## src/rtl/control_frame_pkg.sv

```systemverilog
// Shared definitions for the control-register frame link (transmitter and receiver).
// Frame layout: three header bytes, payload byte, trailer byte.
package control_frame_pkg;

   localparam logic [7:0] HDR_BYTE1_C    = 8'h5A;
   localparam logic [7:0] HDR_BYTE2_C    = 8'hC3;
   localparam logic [7:0] HDR_BYTE3_C    = 8'h7E;
   localparam logic [7:0] TRAILER_BYTE_C = 8'h00;

   localparam int         FRAME_LEN = 5;
   localparam logic [2:0] LAST_IDX  = 3'(FRAME_LEN - 1);

   typedef enum logic [1:0] {
      TX_IDLE = 2'd0,
      TX_REQ  = 2'd1,
      TX_REL  = 2'd2
   } tx_state_t;

endpackage

```

## src/rtl/control_frame_transmitter_handshake.sv

```systemverilog
// byte_handshake_tx: four-phase VALID/ACK engine for one byte at a time.
// Reports o_accepted in REL once ACK is low; i_next chains the following byte on the same edge.
module byte_handshake_tx
   import control_frame_pkg::*;
(
   input  logic CLK,
   input  logic RST,
   input  logic i_start,
   input  logic i_next,
   input  logic i_ack,
   output logic o_valid,
   output logic o_idle,
   output logic o_accepted
);

   tx_state_t r_state;
   tx_state_t w_state_nxt;
   logic      r_valid;
   logic      w_valid_nxt;

   always_ff @(posedge CLK or negedge RST) begin
      if (!RST) begin
         r_state <= TX_IDLE;
         r_valid <= 1'b0;
      end else begin
         r_state <= w_state_nxt;
         r_valid <= w_valid_nxt;
      end
   end

   always_comb begin
      w_state_nxt = r_state;
      w_valid_nxt = r_valid;
      case (r_state)
         TX_IDLE: begin
            if (i_start) begin
               w_state_nxt = TX_REQ;
               w_valid_nxt = 1'b1;
            end
         end
         TX_REQ: begin
            if (i_ack) begin
               w_state_nxt = TX_REL;
               w_valid_nxt = 1'b0;
            end
         end
         TX_REL: begin
            if (!i_ack) begin
               w_state_nxt = i_next ? TX_REQ : TX_IDLE;
               w_valid_nxt = i_next;
            end
         end
         default: begin
            w_state_nxt = TX_IDLE;
            w_valid_nxt = 1'b0;
         end
      endcase
   end

   assign o_valid    = r_valid;
   assign o_idle     = (r_state == TX_IDLE);
   assign o_accepted = (r_state == TX_REL) && !i_ack;

endmodule

```

## src/rtl/control_frame_transmitter.sv

```systemverilog
// Frame sequencer: sends 5A C3 7E <payload> <trailer> over a four-phase link, with a one-deep pending slot.
// Define CONTROL_TX_CHECKSUM_EN to replace the trailer by the XOR of header bytes and payload.
module control_frame_transmitter
   import control_frame_pkg::*;
#(
   parameter logic [7:0] HDR_BYTE1    = HDR_BYTE1_C,
   parameter logic [7:0] HDR_BYTE2    = HDR_BYTE2_C,
   parameter logic [7:0] HDR_BYTE3    = HDR_BYTE3_C,
   parameter logic [7:0] TRAILER_BYTE = TRAILER_BYTE_C
)(
   input  logic       CLK,
   input  logic       RST,
   input  logic       SEND,
   input  logic [7:0] PAYLOAD,
   input  logic       TRANSFER_OUT_ACK,
   output logic [7:0] TRANSFER_OUT_BYTE,
   output logic       TRANSFER_OUT_VALID,
   output logic       BUSY,
   output logic       DONE,
   output logic       OVERRUN
);

   logic       w_idle;
   logic       w_accepted;
   logic       w_launch;
   logic       w_next;
   logic [7:0] w_launch_payload;
   logic [7:0] w_byte4;
   logic [7:0] w_next_byte;

   logic [2:0] r_idx;
   logic [7:0] r_byte;
   logic       r_busy;
   logic       r_done;
   logic       r_overrun;
   logic       r_pend_vld;
   logic [7:0] r_pend_data;
   logic [7:0] r_payload;

   // The pending slot always has priority over a fresh SEND at launch.
   assign w_launch         = w_idle && !TRANSFER_OUT_ACK && (r_pend_vld || SEND);
   assign w_launch_payload = r_pend_vld ? r_pend_data : PAYLOAD;
   assign w_next           = w_accepted && (r_idx != LAST_IDX);

`ifdef CONTROL_TX_CHECKSUM_EN
   logic [7:0] r_checksum;

   always_ff @(posedge CLK) begin
      if (w_launch) begin
         r_checksum <= HDR_BYTE1 ^ HDR_BYTE2 ^ HDR_BYTE3 ^ w_launch_payload;
      end
   end

   assign w_byte4 = r_checksum;
`else
   assign w_byte4 = TRAILER_BYTE;
`endif

   always_comb begin
      w_next_byte = w_byte4;
      case (r_idx)
         3'd0:    w_next_byte = HDR_BYTE2;
         3'd1:    w_next_byte = HDR_BYTE3;
         3'd2:    w_next_byte = r_payload;
         default: w_next_byte = w_byte4;
      endcase
   end

   byte_handshake_tx u_handshake (
      .CLK        (CLK),
      .RST        (RST),
      .i_start    (w_launch),
      .i_next     (w_next),
      .i_ack      (TRANSFER_OUT_ACK),
      .o_valid    (TRANSFER_OUT_VALID),
      .o_idle     (w_idle),
      .o_accepted (w_accepted)
   );

   always_ff @(posedge CLK or negedge RST) begin
      if (!RST) begin
         r_idx      <= 3'd0;
         r_byte     <= 8'h00;
         r_busy     <= 1'b0;
         r_done     <= 1'b0;
         r_overrun  <= 1'b0;
         r_pend_vld <= 1'b0;
      end else begin
         r_done    <= 1'b0;
         r_overrun <= 1'b0;

         if (w_launch) begin
            r_idx  <= 3'd0;
            r_byte <= HDR_BYTE1;
            r_busy <= 1'b1;
         end else if (w_next) begin
            r_idx  <= r_idx + 3'd1;
            r_byte <= w_next_byte;
         end else if (w_accepted) begin
            r_done <= 1'b1;
            r_busy <= 1'b0;
         end

         // A launch from the slot frees it, so a same-cycle SEND can refill it.
         if (w_launch && r_pend_vld) begin
            r_pend_vld <= SEND;
         end else if (SEND && !w_launch) begin
            if (r_pend_vld) begin
               r_overrun <= 1'b1;
            end else begin
               r_pend_vld <= 1'b1;
            end
         end
      end
   end

   always_ff @(posedge CLK) begin
      if (w_launch) begin
         r_payload <= w_launch_payload;
      end
      if (SEND && (!r_pend_vld || w_launch) && !(w_launch && !r_pend_vld)) begin
         r_pend_data <= PAYLOAD;
      end
   end

   assign TRANSFER_OUT_BYTE = r_byte;
   assign BUSY              = r_busy;
   assign DONE              = r_done;
   assign OVERRUN           = r_overrun;

endmodule

```

## config.mk

```make
export PLATFORM = sky130hd
export DESIGN_NAME = control_frame_transmitter
export DESIGN_NICKNAME = d
export VERILOG_FILES = /design/src/rtl/control_frame_pkg.sv /design/src/rtl/control_frame_transmitter_handshake.sv /design/src/rtl/control_frame_transmitter.sv
export SDC_FILE = /design/constraint.sdc
export NUM_CORES = 1
export LEC_CHECK = 0
export CAP_MARGIN = 5
export CELL_PAD_IN_SITES_DETAIL_PLACEMENT = 1
export CELL_PAD_IN_SITES_GLOBAL_PLACEMENT = 1
export CORE_MARGIN = 3
export CORE_UTILIZATION = 35
export DETAILED_ROUTE_END_ITERATION = 12
export GPL_TIMING_DRIVEN = 1
export PLACE_DENSITY_LB_ADDON = 0.1
export SYNTH_ARGS = -nofsm -noshare
export SYNTH_HDL_FRONTEND = slang
export SYNTH_SLANG_ARGS = --single-unit
```

## constraint.sdc

```tcl
create_clock -name CLK -period 1.71 [get_ports CLK]
set_input_delay 0.171 -clock CLK [delete_from_list [all_inputs] [get_ports CLK]]
set_output_delay 0.171 -clock CLK [all_outputs]
set_load 0.01 [all_outputs]
```

* Yosys cells after proc, flatten, opt, wreduce, memory -nomap -nowiden *
Cells that the tools add are included.

cells by class
  add/sub/neg operators = 1
  multipliers = 0
  div/mod/pow operators = 0
  $lt $le $gt $ge = 0
  eq/ne operators = 9
  shifts and indexed selects = 0
  multiplexer cells = 26
  bitwise gates (word level) = 0
  reductions and logical operators = 22

operators with widths
  operator                                                         number
  8-bit two-way mux                                                3
  8-bit one-hot mux with 3 select lines                            1
  1-bit two-way mux                                                15
  1-bit logical AND                                                9
  2-bit two-way mux                                                3
  3-bit two-way mux                                                2
  2-bit != test, second input constant                             3
  2-bit one-hot mux with 3 select lines                            1
  2-bit nonzero test                                               3
  1-bit zero test                                                  4
  3-bit by 1-bit adder with 3-bit output, second input constant    1
  3-bit by 1-bit == test with 1-bit output, second input constant  1
  3-bit by 2-bit == test with 1-bit output, second input constant  1
  3-bit zero test                                                  1
  3-bit != test, second input constant                             1
  1-bit one-hot mux with 3 select lines                            1
  3-bit AND reduction                                              1
  2-bit by 1-bit == test with 1-bit output, second input constant  1
  2-bit == test, second input constant                             1
  2-bit zero test                                                  1
  1-bit logical OR                                                 2
  2-bit by 1-bit != test with 1-bit output, second input constant  1
  2-bit AND reduction                                              1

storage, ports and cells
  register bits = 34
  bits in latches = 0
  memory bits (writable) = 0
  memory bits (read-only) = 0
  memories = 0

* Depth between registers and ports, before layout *
Gate-level depths: netlist of the first run.

  word-level depth = 7
  depth in mapped cells = 6
  depth with buffers taken out = 5

* Modules after synthesis *
A second synthesis of the first run with hierarchy kept.

second synthesis, totals
  cells, all modules = 112
  area, all modules = 1466.4 µm²

by module, submodules not included
  module                     instances  cells each  area an instance (µm²)
  control_frame_transmitter  1          96          1311.3
  byte_handshake_tx          1          16          155.1

* Worst setup path after synthesis of the first run *
No wires, ideal clock.

  kind = register to register
  from = register u_handshake.r_state[0]
  to = register r_payload[0] (enable)
  library setup time = 0.370 ns
  data arrival time = 1.301 ns
  required time = 1.340 ns
  slack = 0.039 ns
  cell stages (with the launch flop) = 3
  path through = dfrtp_1 > or3_2 > nor2_1

on the way
  word-level cells in the longest chain between the ends = 3

RTL lines
  item                             line                                       source
  from (decl)                      control_frame_transmitter_handshake.sv:16  tx_state_t r_state;
  from (signal assigned)           control_frame_transmitter_handshake.sv:26  r_state <= w_state_nxt;
  2-bit zero test                  control_frame_transmitter_handshake.sv:61  assign o_idle = (r_state == TX_IDLE);
  1-bit logical AND (2 in series)  control_frame_transmitter.sv:41            assign w_launch = w_idle && !TRANSFER_OUT_ACK && (r_pend_vld || SEND);
  net u_handshake.i_start          control_frame_transmitter_handshake.sv:8   input logic i_start,
  to (signal assigned)             control_frame_transmitter.sv:119           r_payload <= w_launch_payload;
  to (decl)                        control_frame_transmitter.sv:38            logic [7:0] r_payload;

The timed path passes the listed nets, and every way through them passes these cells.
A chain may end at the register's enable or synchronous reset.

* Final worst setup path of the first run *
  from = register u_handshake.r_state[0]
  to = register r_payload[6] (enable)

The elaborated chain is that of the path after synthesis.

==> flow_metrics.tcl, run 1 <==
set metrics [dict create \
    status "complete, no violations" \
    synth_top_area_cell "edfxtp_1" \
    drive_gt1_share_pct 23.2 \
    worst-r2r-cell-count 3 \
    gp_congestion 0.762 \
    cts.path.max_buffers 2 \
    cts_hold_buffers 0 \
    endpoint "r_payload[6]" \
    die_width_um 69.8 \
    vias 941 \
    hold_viol 0 \
    min_path_type "primary input to async pin" \
    criticalPathCategory "flop to flop" \
    cts_buffers 5 \
    dp.cells 182 \
    place_area_um2 1800 \
    finalSetupTns_ps 0 \
    cts_tree "yes" \
    final_util_pct 49.5 \
    mappedNetlistArea_um2 1430 \
    diodes 0 \
    synth_cells 103 \
    final_area_um2 1880 \
    crit_fanout 8 \
    regToRegSetupSlack_ps 160 \
    die_area_um2 4880 \
    num-nets-final 157 \
    ios 24 \
    p_per_area_nw_per_um2 1540 \
    drcViolationCount 0 \
    leakage_uw 0.000736 \
    synth_area_leaders "edfxtp_1 34%, dfrtp_1 32%, mux2_2 6.3%" \
    synth-main-ff-cell "dfrtp_1" \
    max_freq_mhz 647 \
    yosysTopAreaCellShare_pct 33.7 \
    clk_latency_ps 290 \
    num_rows 22 \
    clk_pin_slew_worst_paths_ps 70 \
    die_h_um 69.8 \
    cts.sinks 34 \
    routed_wl_um 2890 \
    coreArea_um2 3800 \
    ys_seq_area_share_pct 65.3 \
    p_total_uw 2890 \
    async_flop_share_pct 52.9 \
    yosys_warnings 0 \
    skew_ps 5.70 \
    grt-ovfl-total 0 \
    htreeDepth 2 \
    ys_ff_latch 34 \
    grt_pass1_vias 1035 \
    drtAntennaViolNets 0 \
    yosysUniqueCellTypes 30 \
    viasPerCell 4.95 \
    finalMaxSlewViolations 0 \
    syn_avg_cell_area_um2 13.8 \
    drtIter0Drc 42 \
    worst_setup_path_end_kind "flop" \
    period_minus_slack_ps 1550 \
    grt_first_pass_wirelength_um 4970 \
    grt_usage_pct 13.3 \
    worst_pin_slew_ps 380 \
    wl_per_cell_um 15.2 \
    grt_max_degree 19 \
    start_util_pct 37.5 \
    setup_viol 0 \
    slew_headroom_pct 74.6 \
    stdcell_count 190 \
    period_share_pct 90.4 \
    clockRootBuffer "clkbuf_8" \
    synth_edf_count 16 \
    crit_required_ps 1710 \
    first_pass_iters 4 \
    port-buffer-count 23 \
    worstPathArrival_ps 1540 \
    ctsResizeCount 0 \
    grt_antenna_before_repair 0 \
    hpwlAfterDp_um 2130 \
    syn_to_final_growth_pct 31.8 \
    r2r_start "u_handshake.r_state[0]" \
    rsz0062_at_grt "false" \
    startpoint_type "flop" \
    critical_path.startpoint "u_handshake.r_state[0]" \
    r2r_end "r_payload[6]" \
    post_cts_buffers 0 \
    drv_cap 0 \
    ir_worst_vdd_mv 0.611 \
    syn-num-nets 119 \
]
[power by group]
| group | internal (uW) | switching (uW) |
|---|---|---|
| combinational | 566 | 479 |
| clock | 278 | 288 |
| sequential | 1130 | 145 |
| total | 1980 | 912 |
[placed cells by master (no fill, tap or decap), drive strengths merged, types with 4 or more instances in the layout]
cell type,instances
ha,4
a2bb2oi,4
mux2,8
nor2,6
buf,10
nand2,8
dfrtp,18
clkbuf,5
o21ai,4
a21oi,8
edfxtp,16
clkdlybuf4s50,23
o2bb2ai,4
[critical path: stages (launching register included)]
cell and delay, ps:
dfrtp_1 470, or3_2 510, nor2_1 100, buf_4 170
[layer usage]
layer | wire [um] | GRT usage, % | vias to the layer above
met5 | 0 | 0 | -
met4 | 67 | 6.38 | 0
met3 | 126 | 4.64 | 6
met2 | 1340 | 20.6 | 17
met1 | 1350 | 16.5 | 465
li1 | - | - | 453
[Yosys cell counts, drive strengths merged (4+ instances only)]
| cell | count |
|---|---|
| edfxtp | 16 |
| o21ai | 4 |
| a21oi | 8 |
| o2bb2ai | 4 |
| mux2 | 8 |
| dfrtp | 18 |
| a2bb2oi | 4 |
| nand2 | 8 |
| ha | 4 |
| nor2 | 6 |
[worst min path at each step]
stage,depth (start not counted),slack (ps),to
6_report,2,220,r_idx[1]
5_1_grt,2,250,TRANSFER_OUT_BYTE[1]
4_1_cts,2,220,r_idx[1]
3_5_place_dp,1,480,TRANSFER_OUT_BYTE[7]
3_3_place_gp,1,470,TRANSFER_OUT_BYTE[7]
2_1_floorplan,0,-120,BUSY
[per-stage QoR]
stage               hold slack, ps  setup WS (ps)
finish                         221            164
CTS                            221            154
global placement               475          -25.5
detailed placement             481          -42.7
floorplan                     -125           38.6
global route                   254            101
[registers in the layout, indices dropped and copies added (netlist names)]
register	cells
r_idx	3
r_payload	8
r_pend_data	8
TRANSFER_OUT_BYTE	8
u_handshake.o_valid	1
OVERRUN	1
BUSY	1
r_pend_vld	1
u_handshake.r_state	2
DONE	1
[layout make-up]
cell class                 instances  area [um^2]
clock buffer                       5         68.8
clock inverter                     3         16.3
fill                             412         1920
inverter                           2         7.51
timing repair buffer              33          318
tap                               48         60.1
sequential                        34          931
multi-input combinational         65          479
[kinds of logic (layout without fill, tap and decap cells)]
kind of cell / after synthesis / count (layout) / synth area share, %
flops: 34 / 34 / 65.3
simple gates: 27 / 27 / 10.3
compound gates: 23 / 23 / 11.6
mux: 9 / 9 / 7.02
fa+ha+maj: 4 / 4 / 3.51
buf+inv: 4 / 43 / 1.14
xor+xnor: 2 / 2 / 1.23
Power figures use the tool's default switching activity.
==> inputs of run 2 (changes only) <==
- ABC_AREA: not set -> 1
- clock period: 1.71 -> 1.3 ns (I/O delays scaled with it)
==> run 2 against run 1 <==
Against the previous run:
- the flow now finishes with violations (negative setup slack)
- global-route usage is 2.8 points higher
- sequential power is 27% higher
- critical path depth is 2 higher
- synthesized cell count is 56% higher
- combinational power is 110% higher
- register-to-register slack worse by 190 ps
- maximum frequency is 17% higher
- flip-flop and latch count stayed put
- worst setup slack worse by 190 ps
- final cell count is 39% higher
- wire length is 32% higher
==> flow_metrics.tcl, run 2 <==
set metrics [dict create \
    synth_edf_count 16 \
    rsz0062_at_grt "true" \
    drcViolationCount 0 \
    slew_headroom_pct 81.1 \
    clockRootBuffer "clkbuf_8" \
    synth_cells 161 \
    skew_ps 7.15 \
    synth_area_leaders "edfxtp_1 32%, dfrtp_1 30%, nand2_1 14%" \
    mostFrequentLayoutCell "nand2_1" \
    final_util_pct 56.0 \
    crit_chain "nor2_4 -> nand3_4 -> nand2_4 -> inv_2 -> nor2_4" \
    worstPathArrival_ps 1290 \
    yosysTopAreaCellShare_pct 31.6 \
    wl_per_cell_um 14.4 \
    first_pass_iters 4 \
    period_share_pct 102 \
    drive_gt1_share_pct 32.1 \
    cts_tree "yes" \
    max_freq_mhz 755 \
    htreeDepth 2 \
    violations "negative setup slack" \
    worst_setup_path_end_kind "flop" \
    syn-num-nets 177 \
    fin_ws_ps -24.3 \
    crit_required_ps 1260 \
    grt_pass1_vias 1406 \
    vias 1238 \
    fill_cells 454 \
    yosys_warnings 0 \
    num_rows 23 \
    crit_path_frequent_cell "nor2_4" \
    status "complete, but fails checks" \
    p_per_area_nw_per_um2 2080 \
    synth_common_cells "55 x nand2_1, 19 x inv_1, 18 x dfrtp_1, 17 x nand3_1, 16 x edfxtp_1" \
    port-buffer-count 23 \
    period_minus_slack_ps 1320 \
    finalMaxSlewViolations 0 \
    startpoint_type "flop" \
    routed_wl_um 3820 \
    critical-path-max-stage-delay_ps 420 \
    viasPerCell 4.67 \
    grt_first_pass_wirelength_um 6400 \
    ys_seq_area_share_pct 61.1 \
    diodes 0 \
    cts.path.max_buffers 2 \
    synth_top_area_cell "edfxtp_1" \
    worst-r2r-cell-count 5 \
    die_area_um2 5180 \
    hpwlAfterDp_um 2710 \
    grt_antenna_before_repair 0 \
    yosysUniqueCellTypes 19 \
    num-nets-final 230 \
    worst_pin_slew_ps 284 \
    cts_hold_buffers 0 \
    ir_worst_vdd_mv 0.872 \
    synth-main-ff-cell "dfrtp_1" \
    syn_avg_cell_area_um2 9.46 \
    final_area_um2 2290 \
    cts.sinks 34 \
    grt_max_degree 19 \
    place_area_um2 1950 \
    die_h_um 72.0 \
    start_util_pct 37.3 \
    die_width_um 72.0 \
    hold_viol 0 \
    cts_buffers 5 \
    gp_congestion 0.758 \
    crit_fanout 8 \
    ys_ff_latch 34 \
    post-synth-top-count-cell "nand2_1" \
    criticalPathCategory "flop to flop" \
    grt_usage_pct 16.1 \
    syn_to_final_growth_pct 50.2 \
    clk_pin_slew_worst_paths_ps 70 \
    layout_common_cells "48 x nand2_1, 20 x buf_4, 18 x dfrtp_1, 16 x edfxtp_1, 15 x inv_1" \
    async_flop_share_pct 52.9 \
    ios 24 \
    clk_latency_ps 280 \
    mappedNetlistArea_um2 1520 \
    min_path_type "primary input to async pin" \
    drv_cap 0 \
    grt-ovfl-total 0 \
    drtAntennaViolNets 0 \
    leakage_uw 0.00109 \
    cp_slowest_cell "dfrtp_1" \
    drtIter0Drc 56 \
    coreArea_um2 4090 \
    setup_viol 8 \
]
## run 2: cell count changes in the layout (fill, tap and decap cells not counted), sizes merged, moves of 7 or more
cell           previous run  this run
nand2                     8        57
inv                       2        24
nand3                     2        18
buf                      10        24
clkdlybuf4s50            23        11
mux2                      8         0
a21oi                     8         1
dlygate4sd2               0         7
## run 2: repair_timing
item | 4_1_cts | 5_1_grt
hold endpoints to repair | 0 | 0
pin swaps | 5 | 16
gates resized for setup | 16 | 41
setup endpoints to repair | 32 | 34
setup buffers | 5 | 1
cloned | 1 | 0
## run 2: report_power, final
part / switching [uW] / leakage, uW / internal [uW]
Sequential: 143 / 0.000371 / 1480
Clock: 368 / 0.0000579 / 564
Combinational: 1190 / 0.000665 / 1010
## run 2: critical path, delay by kind of cell (launching register included)
kind	cells	cell delay [ps]
DFF	1	420
buffers and inverters	1	40
and+or+nand+nor	4	550
## run 2: final timing paths
path                                        end  slack (ps)              startpoint
max                              r_pend_data[6]         -20  u_handshake.r_state[0]
min                        TRANSFER_OUT_BYTE[1]         200                     RST
max reg2reg                      r_pend_data[6]         -20  u_handshake.r_state[0]
min reg2reg                 u_handshake.o_valid         500     u_handshake.o_valid
max in group asynchronous              r_idx[0]         900                     RST
min in group CLK                 r_pend_data[4]         430              PAYLOAD[4]
## run 2: kinds of logic after synthesis
kind of cell | count (synthesis) | share of synthesized area (%)
XOR/XNOR | 1 | 0.575
buffers and inverters | 26 | 6.98
AO/OA/AOI/OAI | 10 | 3.29
flip-flops | 34 | 61.1
adder cells (fa/ha/maj) | 4 | 3.29
AND/OR/NAND/NOR | 86 | 24.7
## run 2: layout make-up
class / instances / area [um^2] / share of cell area [%]
flip-flops and latches: 34 / 931 / 40.7
multi-input cells: 102 / 661 / 28.9
repair buffers: 47 / 429 / 18.8
inverters: 24 / 95.1 / 4.16
clock buffers: 5 / 68.8 / 3.01
well taps: 50 / 62.6 / 2.74
clock inverters: 3 / 40.0 / 1.75
## run 2: stage by stage
step	power [uW]	TNS [ps]	std cells	hold WS, ps	setup slack [ps]
2_1_floorplan	2500	-394	161	-166	-49.3
3_3_place_gp	3200	-4200	251	460	-177
5_1_grt	5100	-889	265	233	-96.5
3_5_place_dp	3300	-6040	251	482	-257
6_report	4750	-155	265	199	-24.3
4_1_cts	4410	-576	265	188	-75.3
## run 2: layer usage
metal / wire length [um] / track usage [%] / vias to the layer above / part of all wire [%]
met4: 38 / 5.01 / 0 / 1.0
met5: 0 / 0 / - / 0
li1: - / - / 615 / -
met1: 1420 / 17.1 / 603 / 37
met2: 2260 / 31.4 / 16 / 59
met3: 92 / 3.05 / 4 / 2.4
==> edit: new RTL, settings of run 1 <==
Re-encode `tx_state_t` (3 states) as one-hot, 3 bits wide.
--- a/src/rtl/control_frame_pkg.sv
+++ b/src/rtl/control_frame_pkg.sv
@@ -10,10 +10,10 @@
    localparam int         FRAME_LEN = 5;
    localparam logic [2:0] LAST_IDX  = 3'(FRAME_LEN - 1);
 
-   typedef enum logic [1:0] {
-      TX_IDLE = 2'd0,
-      TX_REQ  = 2'd1,
-      TX_REL  = 2'd2
+   typedef enum logic [2:0] {
+      TX_IDLE = 3'b001,
+      TX_REQ  = 3'b010,
+      TX_REL  = 3'b100
    } tx_state_t;
 
 endpackage
Function: same outputs for any inputs over 10 cycles, from zero or initial values and one cycle with RST low; not proved beyond that.
==> edit against run 1 <==
- sequential cell count increased by 1
- final area is 8.6% higher
- critical endpoint is now r_payload[0]
- area after synthesis grew 11%
- hold slack about the same
- die area grew 10%
- power is 11% lower
- via count rose by 6.8%
- wire length is 9.8% higher
- worst setup slack lost 72 ps
- critical path type unchanged
==> edit: results (changes against run 1) <==
- Worst slack at placement: -133 ps (-90.5 ps)
- Setup Skew: 5.89 ps (+0.189 ps)
- Leakage: 0.807 nW (+9.7%)
- Max FO, Critical Path: 9 (+1)
- Root Driver: clkbuf_8
- Top post-synthesis cells by area: edfxtp_1 30%, dfrtp_1 28%, mux2_2 6.4%
- Placed wire-length estimate: 2380 um (+12%)
- Detailed-route via count: 1005 (+6.8%)
- Vias in the first global route: 1101 (+6.4%)
- Post-synth top cells: 18 x dfrtp_1, 16 x edfxtp_1, 10 x a21oi_1
- Routability cong.: 0.835 (+9.7%)
- Reg2Reg Capture Point: r_payload[0]
- Register area share after synthesis: 60.2% (-5.0 points)
- Syn Inst Count: 119 (+16%)
- Nets: 170 (+8.3%)
- Reg2reg path depth: 2 (-1)
- Post-cts repair resize count: 0 (unchanged)
- Async SR Flop Fraction: 54.3% (+1.3 points)
- Global-route wire length before repair: 5360 um (+7.8%)
- Share of layout cells above drive strength 1: 25.8% (+2.6 points)
- Synth cell types: 36 (+20%)
- Total routed wirelength: 3170 um (+9.8%)
- Reg2Reg Setup Slack: 90 ps (-70 ps)
- DR iter-0 viols: 57 (+36%)
- Gr usage total: 13.3% (-0.048 points)
- DR pass1 iterations: 2 (-2)
- RR Startpoint: u_handshake.r_state[0]
- VDD IR max: 0.000731 V (+20%)
- Run status: completed
- Setup ws final: 92.1 ps (-71.6 ps)
## edit: worst min-delay path by stage
stage               slack (ps)            startpoint                    to  depth (start not counted)
floorplan                 -120                   RST                  BUSY                          0
global placement           480  TRANSFER_OUT_BYTE[5]  TRANSFER_OUT_BYTE[5]                          1
detailed placement         480  TRANSFER_OUT_BYTE[7]  TRANSFER_OUT_BYTE[7]                          1
CTS                        230                   RST                  DONE                          2
global route               240                   RST  TRANSFER_OUT_BYTE[4]                          2
finish                     220                   RST                  DONE                          2
## edit: through the flow
stage               utilization (%)  power, W  instances
detailed placement             46.3   0.00198        197
finish                         48.6   0.00256        205
floorplan                         -   0.00168        119
global placement               46.3   0.00197        197
global route                   48.6   0.00273        205
CTS                            48.5   0.00260        205
## edit: worst max-delay path, stage by stage (launching register included)
cell and delay, ps:
dfstp_2 550, or4b_4 510, nor2_4 240
## edit: area by class of cell
type | count | area, sq um | area share, %
inverter | 7 | 26.3 | 1.29
sequential | 35 | 957 | 46.9
multi-input combinational | 71 | 589 | 28.9
tap | 50 | 62.6 | 3.06
clock buffer | 5 | 68.8 | 3.37
clock inverter | 3 | 25.0 | 1.23
timing repair buffer | 34 | 313 | 15.3
## edit: logic make-up (layout without fill, tap and decap cells)
logic type | count (synthesis) | count (layout) | share of synthesized area (%)
fa+ha+maj | 5 | 5 | 3.86
simple gates | 28 | 28 | 12.9
xor+xnor | 2 | 2 | 1.10
buf+inv | 13 | 49 | 3.39
mux | 10 | 10 | 7.01
flops | 35 | 35 | 60.2
compound gates | 26 | 26 | 11.5
## edit: metal layers
metal,vias up,routed length [um],share of wire [%],global-route usage (%)
met5,-,0,0,0
met3,2,137,4.3,4.51
li1,505,-,-,-
met2,16,1490,47,20.8
met4,0,22,0.69,3.62
met1,482,1530,48,17.6
## edit: power breakdown
part           internal (W)  total, W  switching [W]
registers           0.00110   0.00117      0.0000715
logic              0.000403  0.000790       0.000388
clock network      0.000291  0.000603       0.000313
